File: src/rtl/rtc_set_ctrl.sv
// Time-set sequencer for the 24-hour BCD clock: 1 Hz prescaler, MODE/INC edit FSM,
// parallel-load strobe and per-digit blink mask for the six 7-segment digits.
module rtc_set_ctrl #(
   parameter int TICK_DIV  = 50_000_000,
   parameter int BLINK_DIV = 25_000_000
) (
   input  logic       clk,
   input  logic       rst,
   input  logic       btn_mode,
   input  logic       btn_inc,
   input  logic [3:0] cur_hm,
   input  logic [3:0] cur_hl,
   input  logic [3:0] cur_mm,
   input  logic [3:0] cur_ml,
   output logic       tick_en,
   output logic       load,
   output logic [3:0] ld_hm,
   output logic [3:0] ld_hl,
   output logic [3:0] ld_mm,
   output logic [3:0] ld_ml,
   output logic [5:0] blank,
   output logic [1:0] state
);

   localparam logic [1:0] ST_RUN     = 2'd0;
   localparam logic [1:0] ST_SET_HR  = 2'd1;
   localparam logic [1:0] ST_SET_MIN = 2'd2;
   localparam logic [1:0] ST_COMMIT  = 2'd3;

   localparam int TW = (TICK_DIV > 1) ? $clog2(TICK_DIV) : 1;
   localparam int BW = (BLINK_DIV > 1) ? $clog2(BLINK_DIV) : 1;
   localparam logic [TW-1:0] TICK_LAST  = TW'(TICK_DIV - 1);
   localparam logic [BW-1:0] BLINK_LAST = BW'(BLINK_DIV - 1);

   // Button synchronizers: [0] and [1] are the 2-FF synchronizer, [2] is the history flop.
   logic [2:0] mode_sync_q, mode_sync_d;
   logic [2:0] inc_sync_q, inc_sync_d;
   logic       mode_edge;
   logic       inc_edge;

   logic [1:0] state_q, state_d;
   logic [3:0] hm_q, hm_d;
   logic [3:0] hl_q, hl_d;
   logic [3:0] mm_q, mm_d;
   logic [3:0] ml_q, ml_d;

   logic [TW-1:0] pre_q, pre_d;
   logic          tick_q, tick_d;
   logic          load_q, load_d;
   logic [BW-1:0] blink_q, blink_d;
   logic          phase_q, phase_d;
   logic [5:0]    blank_q, blank_d;

   // BCD hours increment, 23 wraps to 00; anything outside 00..23 also lands on 00.
   function automatic logic [7:0] hr_inc(input logic [3:0] t, input logic [3:0] u);
      logic [7:0] r;
      if (t > 4'd2 || u > 4'd9 || (t == 4'd2 && u >= 4'd3)) begin
         r = 8'h00;
      end else if (u == 4'd9) begin
         r = {t + 4'd1, 4'd0};
      end else begin
         r = {t, u + 4'd1};
      end
      return r;
   endfunction

   // BCD minutes increment, 59 wraps to 00; anything outside 00..59 also lands on 00.
   function automatic logic [7:0] min_inc(input logic [3:0] t, input logic [3:0] u);
      logic [7:0] r;
      if (t > 4'd5 || u > 4'd9 || (t == 4'd5 && u == 4'd9)) begin
         r = 8'h00;
      end else if (u == 4'd9) begin
         r = {t + 4'd1, 4'd0};
      end else begin
         r = {t, u + 4'd1};
      end
      return r;
   endfunction

   always_comb begin
      mode_sync_d = {mode_sync_q[1:0], btn_mode};
      inc_sync_d  = {inc_sync_q[1:0], btn_inc};
   end

   assign mode_edge = mode_sync_q[1] & ~mode_sync_q[2];
   assign inc_edge  = inc_sync_q[1] & ~inc_sync_q[2];

   // Edit FSM; a MODE edge always takes priority over a coincident INC edge.
   always_comb begin
      state_d = state_q;
      hm_d    = hm_q;
      hl_d    = hl_q;
      mm_d    = mm_q;
      ml_d    = ml_q;
      case (state_q)
         ST_RUN: begin
            if (mode_edge) begin
               state_d = ST_SET_HR;
               hm_d    = cur_hm;
               hl_d    = cur_hl;
               mm_d    = cur_mm;
               ml_d    = cur_ml;
            end
         end
         ST_SET_HR: begin
            if (mode_edge) begin
               state_d = ST_SET_MIN;
            end else if (inc_edge) begin
               {hm_d, hl_d} = hr_inc(hm_q, hl_q);
            end
         end
         ST_SET_MIN: begin
            if (mode_edge) begin
               state_d = ST_COMMIT;
            end else if (inc_edge) begin
               {mm_d, ml_d} = min_inc(mm_q, ml_q);
            end
         end
         ST_COMMIT: begin
            state_d = ST_RUN;
         end
         default: begin
            state_d = ST_RUN;
         end
      endcase
   end

   // Prescaler runs only while staying in RUN, so it restarts from 0 on every entry to RUN.
   always_comb begin
      pre_d = '0;
      if (state_q == ST_RUN && state_d == ST_RUN) begin
         pre_d = (pre_q == TICK_LAST) ? '0 : pre_q + TW'(1);
      end
      tick_d = (state_d == ST_RUN) && (pre_d == TICK_LAST);
      load_d = (state_d == ST_COMMIT);
   end

   // tick_en and load are single-cycle strobes with no back-pressure; ld_* hold steady while load=1.
   always_comb begin
      blink_d = (blink_q == BLINK_LAST) ? '0 : blink_q + BW'(1);
      phase_d = phase_q ^ (blink_q == BLINK_LAST);
      case (state_d)
         ST_SET_HR:  blank_d = {phase_d, phase_d, 4'b0000};
         ST_SET_MIN: blank_d = {2'b00, phase_d, phase_d, 2'b00};
         default:    blank_d = 6'b000000;
      endcase
   end

   always_ff @(posedge clk or negedge rst) begin
      if (!rst) begin
         mode_sync_q <= '0;
         inc_sync_q  <= '0;
         state_q     <= ST_RUN;
         hm_q        <= '0;
         hl_q        <= '0;
         mm_q        <= '0;
         ml_q        <= '0;
         pre_q       <= '0;
         tick_q      <= 1'b0;
         load_q      <= 1'b0;
         blink_q     <= '0;
         phase_q     <= 1'b0;
         blank_q     <= '0;
      end else begin
         mode_sync_q <= mode_sync_d;
         inc_sync_q  <= inc_sync_d;
         state_q     <= state_d;
         hm_q        <= hm_d;
         hl_q        <= hl_d;
         mm_q        <= mm_d;
         ml_q        <= ml_d;
         pre_q       <= pre_d;
         tick_q      <= tick_d;
         load_q      <= load_d;
         blink_q     <= blink_d;
         phase_q     <= phase_d;
         blank_q     <= blank_d;
      end
   end

   assign tick_en = tick_q;
   assign load    = load_q;
   assign ld_hm   = hm_q;
   assign ld_hl   = hl_q;
   assign ld_mm   = mm_q;
   assign ld_ml   = ml_q;
   assign blank   = blank_q;
   assign state   = state_q;

endmodule
File: config.mk
export PLATFORM = sky130hd
export DESIGN_NAME = rtc_set_ctrl
export DESIGN_NICKNAME = d
export VERILOG_FILES = /design/src/rtl/rtc_set_ctrl.sv
export SDC_FILE = /design/constraint.sdc
export NUM_CORES = 1
export LEC_CHECK = 0
export ABC_CLOCK_PERIOD_IN_PS = 5600
export CAP_MARGIN = 15
export CORE_ASPECT_RATIO = 0.75
export CORE_MARGIN = 5
export CORE_UTILIZATION = 42
export CTS_CLUSTER_DIAMETER = 100
export DETAILED_ROUTE_END_ITERATION = 12
export SLEW_MARGIN = 5
export SYNTH_ARGS = -nofsm -noshare
export SYNTH_HDL_FRONTEND = slang
export SYNTH_SLANG_ARGS = --single-unit
File: constraint.sdc
create_clock -name clk -period 5.6 [get_ports clk]
set_input_delay 0.84 -clock clk [delete_from_list [all_inputs] [get_ports clk]]
set_output_delay 0.84 -clock clk [all_outputs]
set_load 0.02 [all_outputs]
==> flow_summary.toml, run 1 <==
[outcome]
status = "completed"

[routing]
drtAntennaViolNets = 0
route.met2.wl_um = 3660
avgRoutedWirePerCell_um = 14.4
drtPass1Iterations = 4
drcViolationCount = 0
vias = 3196
drt_wl_total_um = 8700
dr_wl_met3_um = 481
met1Wirelength_um = 4480
dr.max_layer_used = "met4"
routed_via_density = 5.31
drt_iter0_drc = 148

[worst_setup_path]
rr_worst_depth = 8
required_ns = 5.85
crit_family = "simple AND/OR/NAND/NOR gates"
cp_num_buf_inv = 0
cp-end-kind = "register"
max_stage_delay_ns = 0.56
crit_chain = "nand2b_1 -> mux2_2 -> ha_1 -> nand2_1 -> a41o_1 -> a211oi_2 -> nand4_1 -> nor4_2"
cp_num_cells = 8
crit_type = "reg -> reg"
cp_max_fo = 26
cp_slowest_cell = "a41o_1"
arrival_ns = 3.06
worstSetupStartpointType = "register"

[clocking]
clk_pin_slew_ns = 0.06
hold_buffers = 0
clock_path_buffers = 2
clockRootBuffer = "clkbuf_16"
clkLatencyLatePin_ns = 0.34
cts_resized = 0
cts_tree = "yes"
cts_made_buffers = 9
cts_sinks = 80
cts_max_level = 3
postCtsSetupBuffers = 0

[global_route]
grt_pass1_wl_um = 14900
grt_usage_pct = 14.6
antenna_found_initial = 0
overflow = 0
grt_pass1_vias = 3006
grt_max_degree = 81

[sta]
drv_slew = 0
slew_headroom_pct = 33.2
worst_slew_pin_slew_ns = 1.00
hold_slack_ns = 0.358
finClkSkew_ns = 0.00897
min_period_ns = 2.81
setup-violations-final = 0
hold_viol = 0
rsz0062_at_grt = "no"
setup_ws_ns = 2.79
setup_tns_ns = 0
max_freq_ghz = 0.356
fin_crit_sh_pct = 50.2

[synth]
synth.avg_cell_area_sq_um = 9.96
synth_edf_count = 0
synth.cell_area_sq_um = 4220
synth-seq-area-share_pct = 47.4
synthFlopType = "dfrtp_1"
yosys_warnings = 0
async_flop_share_pct = 100
synth_cells = 424
ys_types = 65
ys_ff_latch = 80

[hold_path]
hold_class = "reg -> reg"
whs_path_depth = 0

[finish]
nets = 496
antennaDiodeCount = 0
syn_to_final_growth_pct = 19.9
layout-drive-gt1-share_pct = 8.51
instances_no_fill = 602
postLayoutCellArea_sq_um = 5060
final_util_pct = 52.0

[placed_design]
placed_area_sq_um = 4740
dp_slack_ns = 2.79
io_buffers = 43
gp_congestion = 0.852
dp_cells = 586
dp_hpwl_um = 6010

[die]
die_h_um = 96.8
io_pins = 46
fp-row-count = 31
start_util_pct = 43.4
die_area_sq_um = 12200
dieWidth_um = 126
fp.coreArea_sq_um = 9740

[power]
p_int_mw = 1.31
p_switching_mw = 0.715
p_leak_nw = 2.15
power.density_nw_per_um2 = 399
sw_frac_of_total_pct = 35.4
p_total_mw = 2.02
seq_power_share_pct = 37.5
ir_drop_uv = 153
p_comb_share_pct = 30.6
p_clk_share_pct = 31.9

[flow_run]
maxCapViolations = 0
-- power groups by stage --
stage                     Clock (mW)  Sequential, mW  Combinational [mW]
after floorplan                    0           0.823               0.330
after global placement             0           0.764               0.614
after detailed placement           0           0.768               0.620
after CTS                      0.663           0.757               0.623
after global routing           0.689           0.776               0.679
final                          0.644           0.758               0.619
-- layout make-up --
class | instances | area (sq um)
fillers | 872 | 4670
inverters | 12 | 45.0
clock buffers | 9 | 225
multi-input cells | 319 | 2100
well taps | 132 | 165
flip-flops and latches | 80 | 2000
repair buffers | 43 | 428
clock inverters | 7 | 100
-- state kept, by name, summed over array words and instances, names as in the netlist --
| signal | cells |
|---|---|
| pre_q | 26 |
| blink_q | 25 |
| ld_hl | 4 |
| ld_hm | 4 |
| ld_ml | 4 |
| ld_mm | 4 |
| inc_sync_q | 3 |
| mode_sync_q | 3 |
| blank | 2 |
| state | 2 |
| load | 1 |
| phase_q | 1 |
| tick_en | 1 |
-- worst reg2reg max path, cell delays in order, from the launching register on --
cell,delay (ns)
dfrtp_1,0.46
nand2b_1,0.49
mux2_2,0.30
ha_1,0.15
nand2_1,0.09
a41o_1,0.56
a211oi_2,0.34
nand4_1,0.13
nor4_2,0.21
-- placed cells by master, fill, tap and decap left out, types with 3 or more instances in the layout --
master and instances:
a221oi_1 3, nor2b_1 3, and3_1 9, a21o_1 3, inv_6 4, ha_1 11, a21oi_1 21, nor4_1 3
nand3_1 21, nand2_1 29, or4_1 3, clkdlybuf4s50_1 42, or3_1 4, mux2_2 4, o21ai_0 15, a22oi_1 3
nand4_1 17, a32o_1 3, nor2_1 56, dfrtp_1 80, xnor2_1 22, nor3_1 6, a31oi_1 3, xor2_1 24
inv_1 12, nand2b_1 6, clkbuf_16 9
-- synth_stat cells, types with 7 or more instances --
cell	number	share of area [%]
dfrtp_1	80	47
inv_1	12	1.1
nand3_1	21	2.5
and3_1	9	1.3
nor2_1	56	5.0
xnor2_1	22	4.6
o21ai_0	15	1.8
xor2_1	24	5.0
ha_1	11	3.3
nand4_1	17	2.5
nand2_1	29	2.6
a21oi_1	21	2.5
buf_4	7	1.2
-- cells by family (layout without fill, tap and decap cells) --
group,count (synthesis),count (layout),synth area share [%]
flops,80,80,47.4
simple gates,188,188,25.0
mux,5,5,1.33
xor+xnor,46,46,9.54
buf+inv,26,71,2.99
compound gates,67,67,10.3
other cells,1,2,0.0888
fa+ha+maj,11,11,3.26
-- worst paths after layout --
| kind | slack, ns | end | from |
|---|---|---|---|
| worst max-delay path | 2.79 | tick_en | state[1] |
| worst min-delay path | 0.36 | inc_sync_q[1] | inc_sync_q[0] |
| worst max register to register | 2.79 | tick_en | state[1] |
| worst min register to register | 0.36 | inc_sync_q[1] | inc_sync_q[0] |
| max in group asynchronous | 4.28 | pre_q[12] | rst |
| min in group asynchronous | 0.64 | ld_ml[2] | rst |
-- per-layer routing --
metal / track usage (%) / up-vias
li1: - / 1577
met1: 21.3 / 1547
met2: 20.5 / 64
met3: 5.40 / 8
met4: 3.46 / 0
met5: 0 / -
Power figures use the tool's default switching activity.
==> inputs of run 2 (changes only) <==
--- a/config.mk
+++ b/config.mk
@@ -5,7 +5,7 @@
 export SDC_FILE = /design/constraint.sdc
 export NUM_CORES = 1
 export LEC_CHECK = 0
-export ABC_CLOCK_PERIOD_IN_PS = 5600
+export ABC_CLOCK_PERIOD_IN_PS = 2850
 export CAP_MARGIN = 15
 export CORE_ASPECT_RATIO = 0.75
 export CORE_MARGIN = 5
==> constraint.sdc (replaced) <==
create_clock -name clk -period 2.85 [get_ports clk]
set_input_delay 0.4275 -clock clk [delete_from_list [all_inputs] [get_ports clk]]
set_output_delay 0.4275 -clock clk [all_outputs]
set_load 0.02 [all_outputs]
==> flow_summary.toml, run 2 (synthesis results as in run 1) <==
[clocking]
hold_buffers = 0
clockRootBuffer = "clkbuf_16"
cts_max_level = 3
cts_resized = 0
cts_sinks = 80
postCtsSetupBuffers = 0
clkLatencyLatePin_ns = 0.33
clock_path_buffers = 2
cts_made_buffers = 9
clk_pin_slew_ns = 0.06
cts_tree = "yes"

[finish]
largest_reg_flops = 26
final_util_pct = 52.2
syn_to_final_growth_pct = 20.4
top_register = "pre_q"
layout-drive-gt1-share_pct = 9.83
top_regs = "pre_q (26), blink_q (25)"
instances_no_fill = 610
layout_common_cells = "80 x dfrtp_1, 56 x nor2_1, 42 x clkdlybuf4s50_1"
nets = 504
fillCellCount = 888
antennaDiodeCount = 0
final_common_cell = "dfrtp_1"
postLayoutCellArea_sq_um = 5080

[sta]
min_period_ns = 2.35
worst_slew_pin_slew_ns = 0.529
fin_crit_sh_pct = 82.5
drv_slew = 0
setup_ws_ns = 0.500
finClkSkew_ns = 0.00513
hold_slack_ns = 0.0309
setup_tns_ns = 0
setup-violations-final = 0
max_freq_ghz = 0.426
slew_headroom_pct = 64.5
rsz0062_at_grt = "no"
hold_viol = 0

[worst_setup_path]
cp-end-kind = "register"
cp_common_cell = "mux2_2"
crit_family = "compound AO/OA/AOI/OAI gates"
crit_type = "reg -> reg"
required_ns = 3.06
cp_slowest_cell = "dfrtp_1"
max_stage_delay_ns = 0.41
r2r_slack_ns = 0.50
crit_chain = "inv_1 -> ha_1 -> mux2_2 -> o32ai_1 -> a21oi_1 -> nor3_1 -> a31oi_1 -> mux2_2"
rr_worst_depth = 8
arrival_ns = 2.56
reg2reg_from = "ld_hm[0]"
r2r_end = "ld_hm[2]"
worstSetupStartpointType = "register"
cp_max_fo = 5
cp_num_buf_inv = 1

[placed_design]
dp_cells = 593
gp_congestion = 0.863
placed_area_sq_um = 4790
dp_slack_ns = 0.537
io_buffers = 43
dp_hpwl_um = 6230

[power]
power.density_nw_per_um2 = 747
ir_drop_uv = 359
p_leak_nw = 2.17
p_total_mw = 3.80

[routing]
met1Wirelength_um = 4510
drcViolationCount = 0
drtAntennaViolNets = 0
dr.max_layer_used = "met4"
drt_iter0_drc = 257
drtPass1Iterations = 4
drt_wl_total_um = 8840
dr_wl_met3_um = 480
vias = 3262
route.met2.wl_um = 3710
routed_via_density = 5.35
avgRoutedWirePerCell_um = 14.5

[die]
fp.coreArea_sq_um = 9740
fp-row-count = 31
dieWidth_um = 126
die_area_sq_um = 12200
die_h_um = 96.8
start_util_pct = 43.4
io_pins = 46

[global_route]
grt_pass1_wl_um = 15400
antenna_found_initial = 0
grt_max_degree = 81
grt_pass1_vias = 3104
grt_usage_pct = 15.1
overflow = 0

[hold_path]
hold_class = "in -> async"

[flow_run]
maxCapViolations = 0

[outcome]
status = "completed"
==> run 2: cell type report <==
class	count	area, sq um	area share (%)
Inverter	12	45.0	0.886
Timing Repair Buffer	51	508	10.0
Clock inverter	6	36.3	0.714
Clock buffer	10	229	4.51
Sequential cell	80	2000	39.4
Multi-Input combinational cell	319	2100	41.3
Tap cell	132	165	3.25
==> run 2: where the power goes <==
part | internal, mW | switching (mW) | total, mW
clock network | 0.585 | 0.444 | 1.03
logic | 0.562 | 0.712 | 1.27
registers | 1.28 | 0.217 | 1.49
==> run 2: worst max-delay path by stage <==
| stage | from | to | slack (ns) | cells past startpoint |
|---|---|---|---|---|
| global placement | ld_hm[0] | ld_hm[2] | 0.62 | 8 |
| floorplan | state[1] | tick_en | 0.44 | 10 |
| CTS | ld_hm[0] | ld_hm[1] | 0.52 | 8 |
| finish | ld_hm[0] | ld_hm[2] | 0.50 | 8 |
| detailed placement | ld_hm[0] | ld_hm[1] | 0.54 | 8 |
| global route | ld_hm[0] | ld_hm[0] | 0.37 | 8 |
==> run 2: per-layer routing <==
metal	vias to the layer above	global-route usage, %
met1	1560	21.4
met5	-	0
met2	81	21.9
li1	1608	-
met4	0	5.11
met3	13	4.74
==> patch (settings of run 2) <==
`TICK_DIV`: 50_000_000 -> 12_500_000.
--- a/src/rtl/rtc_set_ctrl.sv
+++ b/src/rtl/rtc_set_ctrl.sv
@@ -2,5 +2,5 @@
 // parallel-load strobe and per-digit blink mask for the six 7-segment digits.
 module rtc_set_ctrl #(
-   parameter int TICK_DIV  = 50_000_000,
+   parameter int TICK_DIV  = 12_500_000,
    parameter int BLINK_DIV = 25_000_000
 ) (
Formal check against the unedited RTL: no difference found for any inputs over 10 cycles, from zero or initial values and one cycle with rst low; that may be too few to reach the edited logic, so the function may still have changed.
==> patch against run 2 <==
Sequential cell count is 2 lower. Routed wire length is 2.9% higher. Area after synthesis is 0.18% higher. Sequential share of layout area is 1.4 points lower. First-iteration DRC count is 33% higher. Design area is 1.2% higher. Critical path type unchanged. Critical endpoint is now pre_q[14]. Power is 9.1% higher. Worst setup slack worse by 120 ps. Clock power is 38% higher.
==> patch: results (changes against run 2) <==
.. list-table::
   :header-rows: 1

   * - Metric
     - Value
   * - Final Net Count
     - 509 (was 504)
   * - Switching share of power
     - 33.21% (was 36.16%)
   * - Total power of the final layout
     - 4.144 mW (was 3.798 mW)
   * - Number of DRC markers after the initial detailed-route iteration
     - 343 (was 257)
   * - Hpwl dp
     - 6474 um (was 6227 um)
   * - Place WS
     - 413.2 ps (was 537.1 ps)
   * - Met1 usage
     - 23.35% (was 21.41%)
   * - Fraction of met2 tracks used by global routing
     - 21.49% (was 21.90%)
   * - Wirelength per Cell
     - 14.79 um (was 14.49 um)
   * - Total wirelength of the detailed-routed design
     - 9095 um (was 8837 um)
   * - Number of global-route vias before repair
     - 3232 (was 3104)
   * - Fraction of final layout cells sized beyond drive strength 1
     - 7.867% (was 9.833%)
   * - Wire length of the first global-routing pass
     - 15990 um (was 15420 um)
   * - Data arrival time of the critical path
     - 2690 ps (was 2560 ps)
   * - Via count of the routed design
     - 3355 (was 3262)
   * - Pin count of the biggest net entering global routing
     - 40 (was 81)
   * - Met3 wire length
     - 543 um (was 480 um)
   * - Share of synthesized area spent on multiplexers
     - 1.302% (was 1.334%)
   * - Finished layout cell area
     - 5141 sq um (was 5082 sq um)
   * - Synthesized-area fraction occupied by ao, oa, aoi and oai cells
     - 12.22% (was 10.31%)
   * - Met2 Routed Length
     - 3726 um (was 3711 um)
   * - Fillcell total
     - 884 (was 888)
   * - Worst-margin pin slew
     - 700.8 ps (was 528.9 ps)
   * - Number of placed cells counting well taps
     - 599 (was 593)
   * - Adder and majority cell fraction of the synthesized area
     - 3.254% (was 3.260%)
   * - Commonest cells in the synthesized netlist
     - sky130_fd_sc_hd__dfrtp_1, sky130_fd_sc_hd__nor2_1, sky130_fd_sc_hd__nand2_1 (unchanged)
   * - Sequential share of the synthesized area
     - 46.15% (was 47.42%)
   * - Clock Power
     - 1.42 mW (was 1.03 mW)
   * - Area after DPL
     - 4771 sq um (was 4790 sq um)
   * - Highest fanout seen on the critical path
     - 13 (was 5)
   * - Length of routed wiring on met1
     - 4706 um (was 4510 um)
   * - Outcome
     - completed (unchanged)
   * - Largest cells by area after synthesis
     - sky130_fd_sc_hd__dfrtp_1, sky130_fd_sc_hd__xnor2_1, sky130_fd_sc_hd__nor2_1 (was sky130_fd_sc_hd__dfrtp_1, sky130_fd_sc_hd__nor2_1, sky130_fd_sc_hd__xor2_1)
   * - Number of cells produced by synthesis
     - 434 (was 424)
==> patch: cell types whose count changed after synthesis, sizes merged, moves of 6 or more <==
cell,run 2,this run
nor2,57,51
xnor2,22,28
inv,12,20
a21oi,21,12
xor2,24,13
==> patch: layout make-up <==
class                      count  area share (%)
sequential                    78           37.97
inverter                      20           1.460
multi-input combinational    320           40.96
tap                          132           3.212
clock inverter                 7           2.823
clock buffer                   9           4.381
timing repair buffer          49           9.199
==> patch: path summary, 6_finish.rpt <==
kind | from | depth (start not counted) | slack, ps | end
worst max register to register | pre_q[0] | 6 | 380 | pre_q[14]
worst min register to register | inc_sync_q[0] | 0 | 350 | inc_sync_q[1]
worst max-delay path | pre_q[0] | 6 | 380 | pre_q[14]
min in group clk | inc_sync_q[0] | 0 | 350 | inc_sync_q[1]
worst min-delay path | rst | 1 | 50 | ld_mm[1]
max in group asynchronous | rst | 2 | 2130 | pre_q[11]
==> patch: cell families (layout without fill, tap and decap cells) <==
family / Yosys count / after routing
XOR/XNOR: 41 / 41
AND/OR/NAND/NOR: 189 / 189
buffers and inverters: 37 / 85
other: 1 / 2
adder cells (fa/ha/maj): 11 / 11
flip-flops: 78 / 78
AO/OA/AOI/OAI: 72 / 72
multiplexers: 5 / 5
==> patch: worst max-delay path, stage by stage, from the launching register on <==
cell and delay, ps:
sky130_fd_sc_hd__dfrtp_1 410, sky130_fd_sc_hd__ha_1 250, sky130_fd_sc_hd__nand4_1 240, sky130_fd_sc_hd__or4_1 600, sky130_fd_sc_hd__o21bai_2 510, sky130_fd_sc_hd__buf_4 280
sky130_fd_sc_hd__nor2_1 70
